<file path="src/rtl/fsmc_read_slave.sv">
// FSMC read-path responder: synchronises the async STM32 bus strobes, fetches one word per read
// strobe from a register source over a req/ack handshake and drives it onto the pads while NOE is low.
// Latency aNOE fall -> d_oe: 2 sync + 1 + ack wait + 1 clk; d_oe release 3 clk after aNOE rise.
// Backpressure: rd_req is a level held until rd_ack (never withdrawn); bus side cannot be stalled.
//
// Ports: clk/rst (async active-high); aNE/aNOE/aNWE/aA async FSMC inputs; d_out/d_oe pad drive;
// rd_req/rd_adr/rd_ack/rd_data register-source handshake; rd_count completed driven reads (mod 256);
// rd_err sticky timeout flag.
// Optional macro FSMC_READ_TIMEOUT_EN: bounds the wait for rd_ack to TIMEOUT REQ cycles and returns
// TIMEOUT_DATA with rd_err set; without it REQ waits indefinitely and rd_err is tied 0.
module fsmc_read_slave #(
  parameter int              AW           = 2,
  parameter int              DW           = 16,
  parameter int              TIMEOUT      = 15,
  parameter logic [DW-1:0]   TIMEOUT_DATA = 16'hDEAD
) (
  input  logic          clk,
  input  logic          rst,
  input  logic          aNE,
  input  logic          aNOE,
  input  logic          aNWE,
  input  logic [AW-1:0] aA,
  output logic [DW-1:0] d_out,
  output logic          d_oe,
  output logic          rd_req,
  output logic [AW-1:0] rd_adr,
  input  logic          rd_ack,
  input  logic [DW-1:0] rd_data,
  output logic [7:0]    rd_count,
  output logic          rd_err
);

  typedef enum logic [1:0] {IDLE, REQ, DRIVE, ABORT} state_t;

  // Two-flop synchronisers; strobes reset to their inactive (high) level.
  logic [1:0]    ne_sy, noe_sy, nwe_sy;
  logic [AW-1:0] a_sy1, a_sy2;

  always_ff @(posedge clk or posedge rst) begin
    if (rst) begin
      ne_sy  <= 2'b11;
      noe_sy <= 2'b11;
      nwe_sy <= 2'b11;
      a_sy1  <= '0;
      a_sy2  <= '0;
    end else begin
      ne_sy  <= {ne_sy[0], aNE};
      noe_sy <= {noe_sy[0], aNOE};
      nwe_sy <= {nwe_sy[0], aNWE};
      a_sy1  <= aA;
      a_sy2  <= a_sy1;
    end
  end

  logic s_ne, s_noe, s_nwe, rdc;
  assign s_ne  = ne_sy[1];
  assign s_noe = noe_sy[1];
  assign s_nwe = nwe_sy[1];
  assign rdc   = ~s_ne & ~s_noe & s_nwe;

  state_t        state_q, state_nxt;
  logic          req_q, req_nxt;
  logic [AW-1:0] adr_q, adr_nxt;
  logic [DW-1:0] dout_q, dout_nxt;
  logic          doe_q, doe_nxt;
  logic [7:0]    cnt_q, cnt_nxt;
  logic          err_q, err_nxt;
  logic          fetch_done;
  logic [DW-1:0] fetch_data;

`ifdef FSMC_READ_TIMEOUT_EN
  localparam int TW = $clog2(TIMEOUT + 1);
  logic [TW-1:0] tmo_q, tmo_nxt, tmo_inc;
  assign tmo_inc = tmo_q + 1'b1;
`else
  logic unused_params;
  assign unused_params = ^{TIMEOUT_DATA, 32'(TIMEOUT)};
`endif

  always_comb begin
    state_nxt  = state_q;
    req_nxt    = req_q;
    adr_nxt    = adr_q;
    dout_nxt   = dout_q;
    doe_nxt    = doe_q;
    cnt_nxt    = cnt_q;
    err_nxt    = err_q;
    fetch_done = rd_ack;
    fetch_data = rd_data;
`ifdef FSMC_READ_TIMEOUT_EN
    tmo_nxt    = tmo_q;
`endif
    case (state_q)
      IDLE: begin
        if (rdc) begin
          adr_nxt   = a_sy2;
          req_nxt   = 1'b1;
          state_nxt = REQ;
`ifdef FSMC_READ_TIMEOUT_EN
          tmo_nxt   = '0;
`endif
        end
      end
      REQ: begin
`ifdef FSMC_READ_TIMEOUT_EN
        // A missing ack is replaced by the timeout word so the bus cycle still completes.
        if (!rd_ack) begin
          if (tmo_inc == TW'(TIMEOUT)) begin
            fetch_done = 1'b1;
            fetch_data = TIMEOUT_DATA;
            err_nxt    = 1'b1;
          end else begin
            tmo_nxt    = tmo_inc;
          end
        end
`endif
        // Handshake is completed even if the strobe has already gone; data is then dropped.
        if (fetch_done) begin
          req_nxt  = 1'b0;
          dout_nxt = fetch_data;
          if (rdc) begin
            doe_nxt   = 1'b1;
            state_nxt = DRIVE;
          end else begin
            state_nxt = ABORT;
          end
        end
      end
      DRIVE: begin
        // A falling NWE is treated as the end of the read cycle as well.
        if (s_noe || s_ne || !s_nwe) begin
          doe_nxt   = 1'b0;
          cnt_nxt   = cnt_q + 8'd1;
          state_nxt = ABORT;
        end
      end
      ABORT: begin
        // Hold off until the strobe is gone so a long NOE yields only one request.
        if (!rdc) state_nxt = IDLE;
      end
      default: state_nxt = IDLE;
    endcase
  end

  always_ff @(posedge clk or posedge rst) begin
    if (rst) begin
      state_q <= IDLE;
      req_q   <= 1'b0;
      adr_q   <= '0;
      dout_q  <= '0;
      doe_q   <= 1'b0;
      cnt_q   <= '0;
      err_q   <= 1'b0;
`ifdef FSMC_READ_TIMEOUT_EN
      tmo_q   <= '0;
`endif
    end else begin
      state_q <= state_nxt;
      req_q   <= req_nxt;
      adr_q   <= adr_nxt;
      dout_q  <= dout_nxt;
      doe_q   <= doe_nxt;
      cnt_q   <= cnt_nxt;
      err_q   <= err_nxt;
`ifdef FSMC_READ_TIMEOUT_EN
      tmo_q   <= tmo_nxt;
`endif
    end
  end

  // Pad enable is gated by rst so the bus is released without waiting for a clock edge.
  assign d_oe     = doe_q & ~rst;
  assign d_out    = dout_q;
  assign rd_req   = req_q;
  assign rd_adr   = adr_q;
  assign rd_count = cnt_q;
`ifdef FSMC_READ_TIMEOUT_EN
  assign rd_err   = err_q;
`else
  assign rd_err   = 1'b0;
  logic unused_err;
  assign unused_err = err_q;
`endif

endmodule

</file>
<file path="config.mk">
export PLATFORM = sky130hd
export DESIGN_NAME = fsmc_read_slave
export DESIGN_NICKNAME = d
export VERILOG_FILES = /design/src/rtl/fsmc_read_slave.sv
export SDC_FILE = /design/constraint.sdc
export NUM_CORES = 1
export LEC_CHECK = 0
export CAP_MARGIN = 10
export CORE_MARGIN = 4
export CORE_UTILIZATION = 30
export DETAILED_ROUTE_END_ITERATION = 8
export HOLD_SLACK_MARGIN = 0.06
export SLEW_MARGIN = 30
export SYNTH_ARGS = -nofsm -noshare
export SYNTH_HDL_FRONTEND = slang
export SYNTH_SLANG_ARGS = --single-unit
</file>
<file path="constraint.sdc">
create_clock -name clk -period 1.82 [get_ports clk]
set_clock_uncertainty 0.1 [all_clocks]
set_input_delay 0.182 -clock clk [delete_from_list [all_inputs] [get_ports clk]]
set_output_delay 0.182 -clock clk [all_outputs]
set_load 0.05 [all_outputs]
</file>
# Yosys cells after proc, flatten, opt, wreduce, memory -nomap -nowiden
# Cells that the tools add are included.
# W data, S select, Z words.
[word_totals] mem_bits_rw=0 register_bits=40 latchBits=0 mem_count=0 input_bits=24 mem_bits_ro=0
[classes] order_cmp=0 mux=12 bitwise=6 reduce_logical=12 div=0 eq_ne=8 shifts=0 add_sub_neg=1 multipliers=0
[op_table] op="$ne A2 B2 Y1 const B" count=5
[op_table] op="$add A8 B1 Y8 const B" count=1
[op_table] op="$mux W2" count=4
[op_table] op="$pmux W2 S4" count=1
[op_table] op="$reduce_and A4 Y1" count=2
[op_table] op="$reduce_and A2 Y1" count=3
[op_table] op="$mux W1" count=5
[op_table] op="$eq A2 B2 Y1 const B" count=2
[op_table] op="$pmux W1 S2" count=2
[op_table] op="$reduce_bool A2 Y1" count=2
[op_table] op="$and A1 B1 Y1" count=3
[op_table] op="$not A1 Y1" count=3
[op_table] op="$reduce_and A3 Y1" count=1
[op_table] op="$eq A2 B1 Y1 const B" count=1
[op_table] op="$logic_not A2 Y1" count=1
[op_table] op="$logic_or A1 B1 Y1" count=2
[op_table] op="$logic_not A1 Y1" count=1

# Depth between registers and ports, before layout
# Gate-level depths: netlist of the first run.
[logic_depth] depth_word=6 ltp_mapped=6

# Worst setup path before layout of the first run
# OpenSTA, ideal clock, no wires.
[synth_timing] kind="register to register" startpoint="register nwe_sy[1]" endpoint="register state_q[1]" setup_slack_ns=-0.187 setup_ns=0.125 stages_incl_launch_ff=5 n_path_buf=0 arrival_time_ns=1.782 path_cell_list="dfstp_2 -> or3b_4 -> or4_4 -> o31a_2 -> mux2_4"
[synth_between] elab_chain_cells=4 elab_cells_between_ends=7
[synth_rtl] element="start: declaration" line_no="36" rtl="logic [1:0] ne_sy, noe_sy, nwe_sy;"
[synth_rtl] element="start signal: assignment" line_no="49" rtl="nwe_sy <= {nwe_sy[0], aNWE};"
[synth_rtl] element="$logic_not A1 Y1" line_no="131" rtl="if (s_noe || s_ne || !s_nwe) begin"
[synth_rtl] element="$logic_or A1 B1 Y1" line_no="131"
[synth_rtl] element="$ne A2 B2 Y1 (no source line)"
[synth_rtl] element="$reduce_and A4 Y1 (no source line) *"
[synth_rtl] element="end signal: assignment" line_no="158" rtl="state_q <= state_nxt;"
[synth_rtl] element="end: declaration" line_no="61" rtl="state_t state_q, state_nxt;"
# Every way passes the cells marked *; elsewhere a longest branch is shown, timed or not.
# A chain may end at the register's enable or synchronous reset.

# Final worst setup path of the first run
[layout_timing] startpoint="register state_q[1]" endpoint="register state_q[1]"
[layout_between] elab_chain_cells=3 elab_cells_between_ends=10
[layout_rtl] element="$eq A2 B2 Y1 (tied with other cells)" line_no="93" rtl="case (state_q)"
[layout_rtl] element="$ne A2 B2 Y1 (no source line)"
[layout_rtl] element="$reduce_and A4 Y1 (no source line)"
# Parallel ways exist; a longest one is shown, timed or not.

==> flow_summary.toml, run 1 <==
[detailed_routing]
vias = 1081
drt-total-wl_mm = 3.21
via_per_inst = 4.31
avgRoutedWirePerCell_um = 12.8
drc = 0
ant_nets = 0
drt-pass1-iter-count = 4
drt_iter0_drc = 9

[floorplanning]
die_x_um = 80.6
die_area_sq_um = 6490
num_io_pins = 53
core_area_sq_um = 5110
rows = 26
die_h_um = 80.6
initial_core_util_pct = 30.9

[pwr]
clkPwrFrac_pct = 16.2
p_sw_share_pct = 42.6
intPower_mw = 2.66
ir_drop_mv = 0.963
p_switching_mw = 1.97
combPwrFrac_pct = 53.1
p_leak_nw = 1.06
p_seq_share_pct = 30.7
power_density_nw_per_um2 = 1920

[synthesis]
synth_cells = 111
ys_seq_area_share_pct = 63.9
syn-num-nets = 141
synthesis.area_sq_um = 1580
avgSynthCellArea_sq_um = 14.2
yosys_warnings = 0
synth_cell_types = 26
ys_seq_elements = 40

[sta]
setup_violations = 2
slew_violations = 0
finalCritPeriodShare_pct = 108
hold_viol = 0
relSlewSlack_pct = 65.8
final.setup.tns_ns = -0.187
final.setup.worst_slack_ns = -0.149
max_freq_mhz = 508
worst_pin_slew_ns = 0.512
rsz0062_at_grt = "yes"
fin_crit_ns = 1.97

[critical_path]
critPathArrivalTime_ns = 2.04
cp.required_ns = 1.89
end_kind = "register"
cp-startpoint = "state_q[1]"
cp_max_fo = 4
reg2reg_from = "state_q[1]"
path_class = "reg2reg"
critPathLaunchType = "register"

[layout]
final_core_util_pct = 47.2
area_growth_pct = 52.6
finalNetCount = 210
drive_above_1_share_pct = 33.7
layout_commonest_cell = "clkdlybuf4s50_1"
most-common-layout-cells = "42 x clkdlybuf4s50_1, 34 x dfrtp_1, 19 x buf_4"
finish.instance_area_sq_um = 2410
diodes = 0

[run_status]
run_status = "finished with violations"
violations = "setup timing"

[grt]
grt_overflow = 0
grt_pass1_vias = 1195
grt_pass1_wl_mm = 5.32
grt_max_degree = 41
grt_antenna_before_repair = 0
grt_usage_pct = 10.9

[clocking]
clkSlewWorstSetupHoldPaths_ns = 0.07
clock_sinks = 40
ctsHtreeMaxLevel = 2
cts_hold_buf = 0
root_buffer = "clkbuf_8"
cts_buffers = 5
worst_skew_pair.late_latency_ns = 0.28
ctsLongestPathBuffers = 2
cts_tree = "yes"

[min_path]
hold_class = "in2async"

[placement]
dp_hpwl_mm = 2.40
port_buffers = 51
place.gp.congestion = 0.746
dpl-instance-area_sq_um = 2270

[flow_run]
cap_viol_max_count = 0
-- sequential cells by signal (all words and copies together), names as in the netlist --
name,flops
noe_sy,2
nwe_sy,2
a_sy2,2
rd_req,1
state_q,2
rd_adr,2
d_out,16
rd_count,8
doe_q,1
a_sy1,2
ne_sy,2
-- timing repair --
action / CTS / global route
resized for setup: 2 / 0
buffers inserted: 0 / 2
cloned: 0 / 0
setup endpoints to repair: 2 / 2
-- power groups by stage --
stage	Clock, mW	Sequential, mW	Combinational [mW]
after global placement	0	1.41	2.37
after CTS	0.779	1.43	2.44
final	0.749	1.42	2.46
after detailed placement	0	1.44	2.41
after floorplan	0	2.34	0.621
after global routing	0.817	1.47	2.59
-- area by class of cell --
cell class	instances	area (sq um)
inverter	3	11.3
fill	476	2700
timing repair buffer	64	623
multi-input combinational	66	558
sequential	40	1010
clock buffer	6	82.6
tap	70	87.6
clock inverter	2	38.8
-- worst paths after layout --
| path | end | slack (ns) | depth (start not counted) |
|---|---|---|---|
| worst max-delay path | state_q[1] | -0.15 | 5 |
| worst min-delay path | rd_count[1] | 0.18 | 3 |
| worst max register to register | state_q[1] | -0.15 | 5 |
| worst min register to register | a_sy2[0] | 0.26 | 0 |
| max in group asynchronous | ne_sy[1] | 1.19 | 3 |
| min in group clk | noe_sy[0] | 0.19 | 1 |
-- worst max-delay path: stages (launching register included) --
cell and delay, ns:
dfrtp_1 0.43, buf_4 0.16, ha_1 0.20, or4_4 0.55, o31a_4 0.13, mux2_4 0.29
-- cells by family after synthesis --
| kind of cell | Yosys count | synth area share, % |
|---|---|---|
| xor+xnor | 7 | 3.88 |
| buf+inv | 5 | 1.43 |
| simple gates | 26 | 9.03 |
| mux | 19 | 13.8 |
| flops | 40 | 63.9 |
| compound gates | 7 | 3.01 |
| other cells | 1 | 0.237 |
| fa+ha+maj | 6 | 4.75 |
-- per-layer routing --
| metal | up-vias | routed length [um] | global-route usage [%] | part of all wire [%] |
|---|---|---|---|---|
| met2 | 46 | 1540 | 16.9 | 48 |
| met4 | 0 | 70 | 5.07 | 2.2 |
| li1 | 514 | - | - | - |
| met1 | 512 | 1270 | 12.1 | 40 |
| met3 | 9 | 323 | 5.83 | 10 |
| met5 | - | 0 | 0 | 0 |
-- synthesized netlist by cell type, drive strengths merged --
| library cell | n | area share (%) |
|---|---|---|
| mux2 | 19 | 14 |
| or3b | 1 | 0.71 |
| nand4 | 3 | 1.2 |
| nand3 | 2 | 0.63 |
| dfrtp | 34 | 54 |
| conb | 1 | 0.24 |
| and2b | 1 | 0.48 |
| nor2b | 1 | 0.40 |
| or4 | 1 | 0.71 |
| o21ai | 2 | 0.63 |
| o31a | 1 | 0.63 |
| dfstp | 6 | 10 |
| clkbuf | 1 | 0.24 |
| xnor2 | 7 | 3.9 |
| and2 | 2 | 0.87 |
| ha | 6 | 4.8 |
| buf | 1 | 0.48 |
| o2bb2ai | 1 | 0.55 |
| a21oi | 2 | 0.63 |
| nor3b | 2 | 0.95 |
| nor2 | 1 | 0.24 |
| inv | 3 | 0.71 |
| nand2 | 12 | 2.9 |
| o311ai | 1 | 0.55 |
-- per-stage QoR --
stage	worst slack, ns	std cells	total power [mW]	hold slack, ns
5_1_grt	-0.189	251	4.87	0.187
2_1_floorplan	-0.122	111	2.96	0.0865
6_report	-0.149	251	4.63	0.180
4_1_cts	-0.148	249	4.65	0.182
3_5_place_dp	-0.181	241	3.86	0.241
3_3_place_gp	-0.170	241	3.78	0.234
No activity file was read; power rests on OpenSTA's default activity.
==> inputs of run 2 (changes only) <==
--- a/config.mk
+++ b/config.mk
@@ -5,11 +5,13 @@
 export SDC_FILE = /design/constraint.sdc
 export NUM_CORES = 1
 export LEC_CHECK = 0
+export ABC_AREA = 1
 export CAP_MARGIN = 10
 export CORE_MARGIN = 4
 export CORE_UTILIZATION = 30
 export DETAILED_ROUTE_END_ITERATION = 8
 export HOLD_SLACK_MARGIN = 0.06
+export REMOVE_ABC_BUFFERS = 1
 export SLEW_MARGIN = 30
 export SYNTH_ARGS = -nofsm -noshare
 export SYNTH_HDL_FRONTEND = slang
==> flow_summary.toml, run 2 <==
[detailed_routing]
drt-pass1-iter-count = 4
drt_iter0_drc = 65
ant_nets = 0
via_per_inst = 4.12
vias = 1310
drt-total-wl_mm = 3.44
drc = 0
avgRoutedWirePerCell_um = 10.8

[synthesis]
synth_area_leaders = "dfrtp_1 49%, nand2_1 18%, dfstp_2 9.1%, ha_1 4.4%, inv_1 3.9%"
yosys_warnings = 0
avgSynthCellArea_sq_um = 9.18
yosys.area_share.adder_pct = 4.35
synth_edf_count = 0
ys.flop_type = "dfrtp_1"
synth_cells = 188
synth_top_area_share_pct = 49.3
synth_top_family_by_area = "simple AND/OR/NAND/NOR gates"
synth_compound_area_share_pct = 0.870
yosys.area.top_type = "dfrtp_1"
synthesis.area_sq_um = 1730
synth_mux_area_share_pct = 0
ys_seq_elements = 40
synth_most_common_cell = "nand2_1"
synth-simple-area-share_pct = 29.1
ys_seq_area_share_pct = 58.4
async_flop_share_pct = 100
synth_cell_types = 22
synth.top_cells.by_count = "85 x nand2_1, 34 x dfrtp_1, 18 x inv_1"
synthXorXnorAreaFrac_pct = 1.52

[clocking]
clkSlewWorstSetupHoldPaths_ns = 0.08
root_buffer = "clkbuf_8"
clock_sinks = 40
ctsResizeCount = 0
ctsHtreeMaxLevel = 2
cts_hold_buf = 0
cts_tree = "yes"
post_cts_buffers = 0
ctsLongestPathBuffers = 2
worst_skew_pair.late_latency_ns = 0.29
cts_buffers = 5

[sta]
max_freq_mhz = 575
fin_crit_ns = 1.74
worst_pin_slew_ns = 0.503
rsz0062_at_grt = "no"
relSlewSlack_pct = 66.3
slew_violations = 0
finalCritPeriodShare_pct = 95.5
final.setup.tns_ns = 0
setup_violations = 0
hold_viol = 0
final.setup.worst_slack_ns = 0.0821

[pwr]
power_mw = 4.26
ir_drop_mv = 0.794
power_density_nw_per_um2 = 1770
p_leak_nw = 1.24

[floorplanning]
die_area_sq_um = 7030
core_area_sq_um = 5540
die_x_um = 83.8
rows = 27
die_h_um = 83.8
num_io_pins = 53
initial_core_util_pct = 31.1

[critical_path]
cp.required_ns = 1.54
slowest_delay_ns = 0.81
r2r_slack_ns = 0.32
path_class = "reg2out"
path_depth = 1
cp_max_fo = 2
critPathSlowestCell = "clkdlybuf4s50_1"
end_kind = "primary output"
r2r_cells = 8
critPathArrivalTime_ns = 1.46
cp_cell_sequence = "clkdlybuf4s50_1"
critPathLaunchType = "register"
path_delay_family = "buffers and inverters"
crit_buf_inv = 1

[layout]
largest_reg_flops = 16
drive_above_1_share_pct = 16.7
finalNetCount = 275
layout_commonest_cell = "nand2_1"
most-common-layout-cells = "85 x nand2_1, 38 x clkdlybuf4s50_1, 34 x dfrtp_1"
area_growth_pct = 39.7
diodes = 0
finish.instance_area_sq_um = 2410
final_core_util_pct = 43.5

[grt]
grt_max_degree = 41
grt_pass1_vias = 1396
grt_pass1_wl_mm = 6.15
grt_antenna_before_repair = 0
grt_usage_pct = 10.8
grt_overflow = 0

[placement]
dpl-instance-area_sq_um = 2310
dp_hpwl_mm = 2.46
pre_cts_ws_ns = 0.348
place.gp.congestion = 0.765
port_buffers = 51

[run_status]
run_status = "finished clean"

[flow_run]
cap_viol_max_count = 0

[min_path]
hold_class = "in2async"
run 2: area by class of cell:
cell class	count	area, sq um
Inverter	19	71.3
Clock buffer	8	100
Sequential cell	40	1010
Multi-Input combinational cell	126	622
Tap cell	72	90.1
Timing Repair Buffer	53	518
Fill cell	570	3130
run 2: metrics by stage:
| stage | cells | hold WS, ns |
|---|---|---|
| floorplan | 185 | 0.0865 |
| global placement | 310 | 0.233 |
| detailed placement | 310 | 0.236 |
| CTS | 318 | 0.183 |
| global route | 318 | 0.192 |
| finish | 318 | 0.172 |
run 2: final timing paths:
kind,start,to
min in group clk,aNE,ne_sy[0]
setup reg to reg,state_q[0],state_q[0]
setup / recovery,d_out[9],d_out[9]
hold reg to reg,a_sy1[1],a_sy2[1]
hold / removal,rst,rd_adr[1]
max in group asynchronous,rst,noe_sy[1]
run 2: metal layers:
metal	share of wire (%)	wire (um)	vias up	GRT usage [%]
met1	44	1520	591	12.2
met3	8.0	276	4	4.64
met5	0	0	-	0
met2	47	1610	39	18.1
met4	0.90	31	0	3.95
li1	-	-	676	-
run 2: kinds of logic after synthesis:
kind of cell               count (synthesis)
buffers and inverters                     22
xor gates and xnor gates                   3
AOI/OAI and AO/OA                          3
other                                      1
adders and majority gates                  6
DFF                                       40
and+or+nand+nor                          113
run 2: report_power, final:
| group | internal (mW) | switching [mW] |
|---|---|---|
| logic | 0.718 | 1.50 |
| registers | 1.19 | 0.211 |
| clock network | 0.346 | 0.291 |
| total | 2.25 | 2.00 |
